--- config.mk ---
export PLATFORM = sky130hd
export DESIGN_NAME = game_display_ctrl_flat
export DESIGN_NICKNAME = d
export VERILOG_FILES = /design/src/rtl/game_display_ctrl_pkg.sv /design/src/rtl/game_display_ctrl_if.sv /design/src/rtl/game_display_ctrl_tick_gen.sv /design/src/rtl/game_display_ctrl.sv /design/src/flat_wrapper.sv
export SDC_FILE = /design/constraint.sdc
export NUM_CORES = 1
export LEC_CHECK = 0
export ABC_AREA = 1
export CAP_MARGIN = 10
export CORE_MARGIN = 2
export CORE_UTILIZATION = 35
export CTS_CLUSTER_DIAMETER = 200
export DETAILED_ROUTE_END_ITERATION = 8
export SLEW_MARGIN = 20
export SYNTH_ARGS = -nofsm -noshare
export SYNTH_HDL_FRONTEND = slang
export SYNTH_SLANG_ARGS = --single-unit
export TNS_END_PERCENT = 1
--- constraint.sdc ---
create_clock -name clk -period 2.6 [get_ports clk]
set_input_delay 0.78 -clock clk [delete_from_list [all_inputs] [get_ports clk]]
set_output_delay 0.78 -clock clk [all_outputs]
set_load 0.01 [all_outputs]
--- src/rtl/game_display_ctrl_pkg.sv ---
// game_pkg: shared timer state encoding and display-range helpers.
package game_pkg;
    localparam logic [1:0] S_IDLE  = 2'd0;
    localparam logic [1:0] S_RUN   = 2'd1;
    localparam logic [1:0] S_PAUSE = 2'd2;
    localparam logic [1:0] S_DONE  = 2'd3;
    localparam logic [5:0] DISP_MAX = 6'd50;

    function automatic logic [5:0] sat50(input logic [5:0] v);
        return v > DISP_MAX ? DISP_MAX : v;
    endfunction
endpackage

--- src/rtl/game_display_ctrl_if.sv ---
// game_display_ctrl_if: game-FSM controls in, decoder-facing display signals out.
interface game_display_ctrl_if;
    logic       start;
    logic       pause;
    logic       abort;
    logic       score_req;
    logic [5:0] score;
    logic [5:0] disp_val;
    logic       disp_blank;
    logic       showing_score;
    logic       running;
    logic       timeout;

    modport master (
        output start, pause, abort, score_req, score,
        input  disp_val, disp_blank, showing_score, running, timeout
    );
    modport slave (
        input  start, pause, abort, score_req, score,
        output disp_val, disp_blank, showing_score, running, timeout
    );
endinterface

--- src/rtl/game_display_ctrl_tick_gen.sv ---
// tick_gen: prescaler counting 0..DIV-1 with enable and clear; tick marks the wrap cycle.
module tick_gen #(
    parameter int DIV = 4
) (
    input  logic clk,
    input  logic rst_n,
    input  logic en,
    input  logic clr,
    output logic tick
);
    localparam int W = $clog2(DIV);
    logic [W-1:0] cnt;

    assign tick = en && !clr && cnt == W'(DIV - 1);

    always_ff @(posedge clk or negedge rst_n) begin
        if (!rst_n) cnt <= '0;
        else if (clr) cnt <= '0;
        else if (en) cnt <= tick ? '0 : cnt + W'(1);
    end
endmodule

--- src/rtl/game_display_ctrl.sv ---
// game_display_ctrl: countdown timer, score/timer arbitration and blink control
// for a shared two-digit 7-segment decoder.
module game_display_ctrl #(
    parameter int TICK_DIV    = 50_000_000,
    parameter int START_VAL   = 50,
    parameter int SCORE_HOLD  = 3,
    parameter int BLINK_TICKS = 1
) (
    input logic clk,
    input logic rst_n,
    game_display_ctrl_if.slave bus
);
    import game_pkg::*;

    localparam int HW = $clog2(SCORE_HOLD + 1);
    localparam int BW = $clog2(BLINK_TICKS + 1);

    logic [1:0]    state, state_d;
    logic [5:0]    count, count_d, score_q, score_d;
    logic [HW-1:0] hold, hold_d;
    logic [BW-1:0] blink, blink_d;
    logic          phase, phase_d, timeout_d;
    logic          active, tick, free_tick, hold_tick, blink_wrap;

    assign active = state == S_RUN || state == S_DONE;

    tick_gen #(.DIV(TICK_DIV)) u_tick (
        .clk(clk), .rst_n(rst_n), .en(active), .clr(bus.start), .tick(tick)
    );
    // The hold must expire even while the countdown prescaler is frozen.
    tick_gen #(.DIV(TICK_DIV)) u_free (
        .clk(clk), .rst_n(rst_n), .en(1'b1), .clr(1'b0), .tick(free_tick)
    );

    assign hold_tick  = active ? tick : free_tick;
    assign blink_wrap = blink == BW'(BLINK_TICKS - 1);

    always_comb begin
        state_d   = state;
        count_d   = count;
        timeout_d = 1'b0;
        if (bus.start) begin
            state_d = S_RUN;
            count_d = sat50(6'(START_VAL));
        end else if (bus.abort) begin
            state_d = S_IDLE;
            count_d = '0;
        end else if (state == S_RUN) begin
            if (tick && count <= 6'd1) begin
                state_d   = S_DONE;
                count_d   = '0;
                timeout_d = 1'b1;
            end else begin
                count_d = tick ? count - 6'd1 : count;
                state_d = bus.pause ? S_PAUSE : S_RUN;
            end
        end else if (state == S_PAUSE && !bus.pause) begin
            state_d = S_RUN;
        end
    end

    always_comb begin
        hold_d  = hold;
        score_d = score_q;
        if (timeout_d) hold_d = '0;
        else if (bus.score_req) begin
            hold_d  = HW'(SCORE_HOLD);
            score_d = sat50(bus.score);
        end else if (hold != '0 && hold_tick) hold_d = hold - HW'(1);
    end

    // Blink phase restarts unblanked whenever DONE is entered.
    always_comb begin
        blink_d = blink;
        phase_d = phase;
        if (state != S_DONE || state_d != S_DONE) begin
            blink_d = '0;
            phase_d = 1'b0;
        end else if (tick) begin
            blink_d = blink_wrap ? '0 : blink + BW'(1);
            phase_d = blink_wrap ? !phase : phase;
        end
    end

    always_ff @(posedge clk or negedge rst_n) begin
        if (!rst_n) begin
            state             <= S_IDLE;
            count             <= '0;
            hold              <= '0;
            score_q           <= '0;
            blink             <= '0;
            phase             <= 1'b0;
            bus.disp_val      <= '0;
            bus.disp_blank    <= 1'b0;
            bus.showing_score <= 1'b0;
            bus.running       <= 1'b0;
            bus.timeout       <= 1'b0;
        end else begin
            state             <= state_d;
            count             <= count_d;
            hold              <= hold_d;
            score_q           <= score_d;
            blink             <= blink_d;
            phase             <= phase_d;
            bus.disp_val      <= hold_d != '0 ? score_d : count_d;
            bus.disp_blank    <= phase_d;
            bus.showing_score <= hold_d != '0;
            bus.running       <= state_d == S_RUN || state_d == S_PAUSE;
            bus.timeout       <= timeout_d;
        end
    end
endmodule

--- src/flat_wrapper.sv ---
// flat-port wrapper written by rule: the top's interface ports become plain ports
module game_display_ctrl_flat import game_pkg::*;
#(
    parameter int TICK_DIV    = 50_000_000,
    parameter int START_VAL   = 50,
    parameter int SCORE_HOLD  = 3,
    parameter int BLINK_TICKS = 1
)
  (clk, rst_n, bus_start, bus_pause, bus_abort, bus_score_req, bus_score, bus_disp_val, bus_disp_blank, bus_showing_score, bus_running, bus_timeout);
  game_display_ctrl_if bus_i ();
  input logic clk;
  input logic rst_n;
  input wire logic [$bits(bus_i.start)-1:0] bus_start;
  input wire logic [$bits(bus_i.pause)-1:0] bus_pause;
  input wire logic [$bits(bus_i.abort)-1:0] bus_abort;
  input wire logic [$bits(bus_i.score_req)-1:0] bus_score_req;
  input wire logic [$bits(bus_i.score)-1:0] bus_score;
  output wire logic [$bits(bus_i.disp_val)-1:0] bus_disp_val;
  output wire logic [$bits(bus_i.disp_blank)-1:0] bus_disp_blank;
  output wire logic [$bits(bus_i.showing_score)-1:0] bus_showing_score;
  output wire logic [$bits(bus_i.running)-1:0] bus_running;
  output wire logic [$bits(bus_i.timeout)-1:0] bus_timeout;
  assign bus_i.start = bus_start;
  assign bus_i.pause = bus_pause;
  assign bus_i.abort = bus_abort;
  assign bus_i.score_req = bus_score_req;
  assign bus_i.score = bus_score;
  assign bus_disp_val = bus_i.disp_val;
  assign bus_disp_blank = bus_i.disp_blank;
  assign bus_showing_score = bus_i.showing_score;
  assign bus_running = bus_i.running;
  assign bus_timeout = bus_i.timeout;
  game_display_ctrl #(.TICK_DIV(TICK_DIV), .START_VAL(START_VAL), .SCORE_HOLD(SCORE_HOLD), .BLINK_TICKS(BLINK_TICKS)) u_core (.clk(clk), .rst_n(rst_n), .bus(bus_i));
endmodule
==> results.yml <==
status:
  status: "complete, no violations"
layout:
  num_antenna_cells: 0
  drive_gt1_frac: 0.132
  area_delta_synth_final_pct: 17.4
  nets: 632
  stdcell_count: 791
  post-route-util: 0.417
yosys:
  ys_seq_area_frac: 0.438
  synthAdderAreaFrac: 0.0169
  synthXorXnorAreaFrac: 0.0472
  syn_area_um2: 4450
  yosysUniqueCellTypes: 39
  yosysWarningCount: 0
  synth-main-ff-cell: "dfrtp_1"
  synthesis.nets: 598
  synth_area_per_cell_um2: 7.68
  synth_compound_area_frac: 0.0809
  synthArstFlopShare: 1.00
  synth_mux_area_frac: 0
  synth_top_family_by_area: "simple AND/OR/NAND/NOR gates"
  ys_ff_latch: 78
  synth-edff-count: 0
  synth-simple-area-share: 0.346
  synthCells: 580
critical_path:
  cp-end-kind: "flop"
  cp.arrival_ps: 2470
  cp_cell_sequence: "clkdlybuf4s50_1, inv_2, nand2_2, nor2_2, nand2_1, nor2_2, nand3_4, nand2_2, nand2_1, nand2_1, nand3_1, nand2_4, nand2_4, nand2_1, nand2_1"
  start_kind: "primary input"
  critPathMaxFanout: 8
  reg2reg_slack_ps: 470
  path_class: "primary input to flop"
  critPathSlowestCell: "clkdlybuf4s50_1"
  crit_top_cell: "nand2_1"
  critPathMaxStageDelay_ps: 440
  required_ps: 2840
clock_network:
  root_buffer: "clkbuf_16"
  cts_made_buffers: 9
  max-clock-path-buffers: 2
  clock_latency_ps: 350
  cts_tree: "built"
  cts_resized: 0
  cts_hold_buffers: 0
  htree_levels: 3
  postCtsSetupRepairBufs: 0
  path_clk_slew_ps: 60
  cts.sinks: 78
sta:
  tightest_slew_ps: 603
  rsz0062_at_grt: "no"
  post-route-min-period_ps: 2240
  fmax_mhz: 447
  relSlewSlack: 0.595
  hold-worst-slack_ps: 308
  hold_violations: 0
  final.setup.tns_ps: 0
  skew_ps: 6.28
  fin_crit_sh: 0.861
  final_max_slew_viol_count: 0
  setup_viol: 0
die:
  dieArea_um2: 13600
  die_h_um: 117
  num_io_pins: 22
  core_um2: 12500
  rows: 41
  start_util: 0.356
  die_x_um: 117
routing:
  drt-pass1-iter-count: 4
  vias_per_cell: 4.76
  drc_errors: 0
  route.antenna.remaining_nets: 0
  drt_iter0_drc: 223
  vias: 3764
  wl_per_cell_um: 12.5
  wl_mm: 9.87
flow_run:
  maxCapViolations: 0
worst_hold_path:
  hold_class: "primary input to async pin"
global_routing:
  grt_use_met2: 0.245
  grtUsageTotal: 0.160
  grt_pass1_vias: 3660
  overflow: 0
  grtUsageMet1: 0.223
  top_usage_layer: "met2"
  antenna_found_initial: 0
  grt_pass1_wl_mm: 17.1
  grt_use_met3: 0.0257
  grt_max_degree: 61
placed_design:
  placed_cells: 775
  gp_congestion: 0.877
  place_hpwl_mm: 7.26
  portBuffers: 21
pwr:
  p_leak_nw: 2.34
  cellPowerDensity_nw_per_um2: 522
  vdd_drop_max_mv: 0.268
## state kept, by name, indices dropped and copies added (netlist names), 2 cells and up
signal and cells:
u_core.state 2, u_core.u_tick.cnt 26, u_core.hold 2, u_core.score_q 6, u_core.u_free.cnt 26, u_core.count 6
u_core.bus.disp_val 6
## worst max-delay path, delay by kind of cell
family / cells / cell delay [ps]
buf+inv: 2 / 520
simple gates: 13 / 1160
## where the power goes
part           internal [mW]  switching, mW  leakage (nW)
Clock                  0.754          0.515         0.144
Sequential              1.24         0.0166          1.02
Combinational         0.0785          0.123          1.17
Total                   2.08          0.654          2.34
## final timing paths
| check | from | end | depth (start not counted) |
|---|---|---|---|
| worst max-delay path | bus_start | u_core.bus.disp_val[0] | 15 |
| worst min-delay path | rst_n | u_core.u_free.cnt[2] | 1 |
| worst max register to register | u_core.u_tick.cnt[0] | u_core.bus.disp_blank | 10 |
| worst min register to register | u_core.u_free.cnt[0] | u_core.u_free.cnt[0] | 1 |
| max in group asynchronous | rst_n | u_core.count[2] | 2 |
| min in group clk | u_core.u_free.cnt[0] | u_core.u_free.cnt[0] | 1 |
## cell type report
cell class | instances | area [um^2]
Clock buffer | 13 | 280
Clock inverter | 3 | 23.8
Fill cell | 1267 | 7290
Inverter | 77 | 289
Multi-Input combinational cell | 419 | 2180
Sequential cell | 78 | 1950
Tap cell | 172 | 215
Timing Repair Buffer | 29 | 280
## metal layers
metal,up-vias,wire (um)
met5,-,0
met3,15,320
li1,1939,-
met4,0,237
met1,1749,4960
met2,61,4340
## through the flow
stage | area (um^2) | power [mW] | setup slack, ps
global route | 5230 | 2.83 | 137
detailed placement | 4920 | 1.48 | -16.3
floorplan | 4450 | 1.38 | 601
finish | 5230 | 2.73 | 361
global placement | 4920 | 1.48 | 41.6
CTS | 5230 | 2.76 | 355
## cells by family after synthesis
family / Yosys count
AOI/OAI and AO/OA: 63
xor gates and xnor gates: 24
adders and majority gates: 6
buffers and inverters: 83
DFF: 78
and+or+nand+nor: 326
## synth_stat cells (all sizes together) (2+ instances only)
library cell,instances,area share
ha,6,0.017
nor2,93,0.095
dfrtp,78,0.44
a21oi,17,0.019
clkbuf,3,0.0025
buf,3,0.0034
nand3,53,0.066
nand2,144,0.13
inv,76,0.064
o21ai,28,0.034
nor4,2,0.0042
xor2,18,0.035
o21bai,2,0.0034
nand3b,3,0.0051
o22ai,8,0.011
nor3,17,0.020
nand4,11,0.015
a31oi,3,0.0042
xnor2,6,0.012
## cells in the final DEF (no fill, tap or decap), types with 2 or more instances in the layout
cell             synthesis  layout
nand2_1                128     128
dfrtp_1                 78      78
nor2_1                  74      74
inv_1                   63      63
nand3_1                 50      50
o21ai_0                 20      20
clkdlybuf4s50_1          0      20
xor2_1                  18      18
a21oi_1                 17      17
nor3_1                  16      16
nor2_2                  14      14
inv_2                   13      13
nand2_2                 12      12
nand4_1                 11      11
clkbuf_16                0       9
o22ai_1                  8       8
buf_4                    0       8
xnor2_1                  6       6
ha_1                     6       6
nor2_4                   5       5
o21ai_1                  5       5
nand2_4                  4       4
clkbuf_8                 0       4
nand3b_1                 3       3
o21ai_2                  3       3
a31oi_1                  3       3
o21bai_1                 2       2
nand3_4                  2       2
clkinvlp_4               0       2
Power figures use the tool's default switching activity.
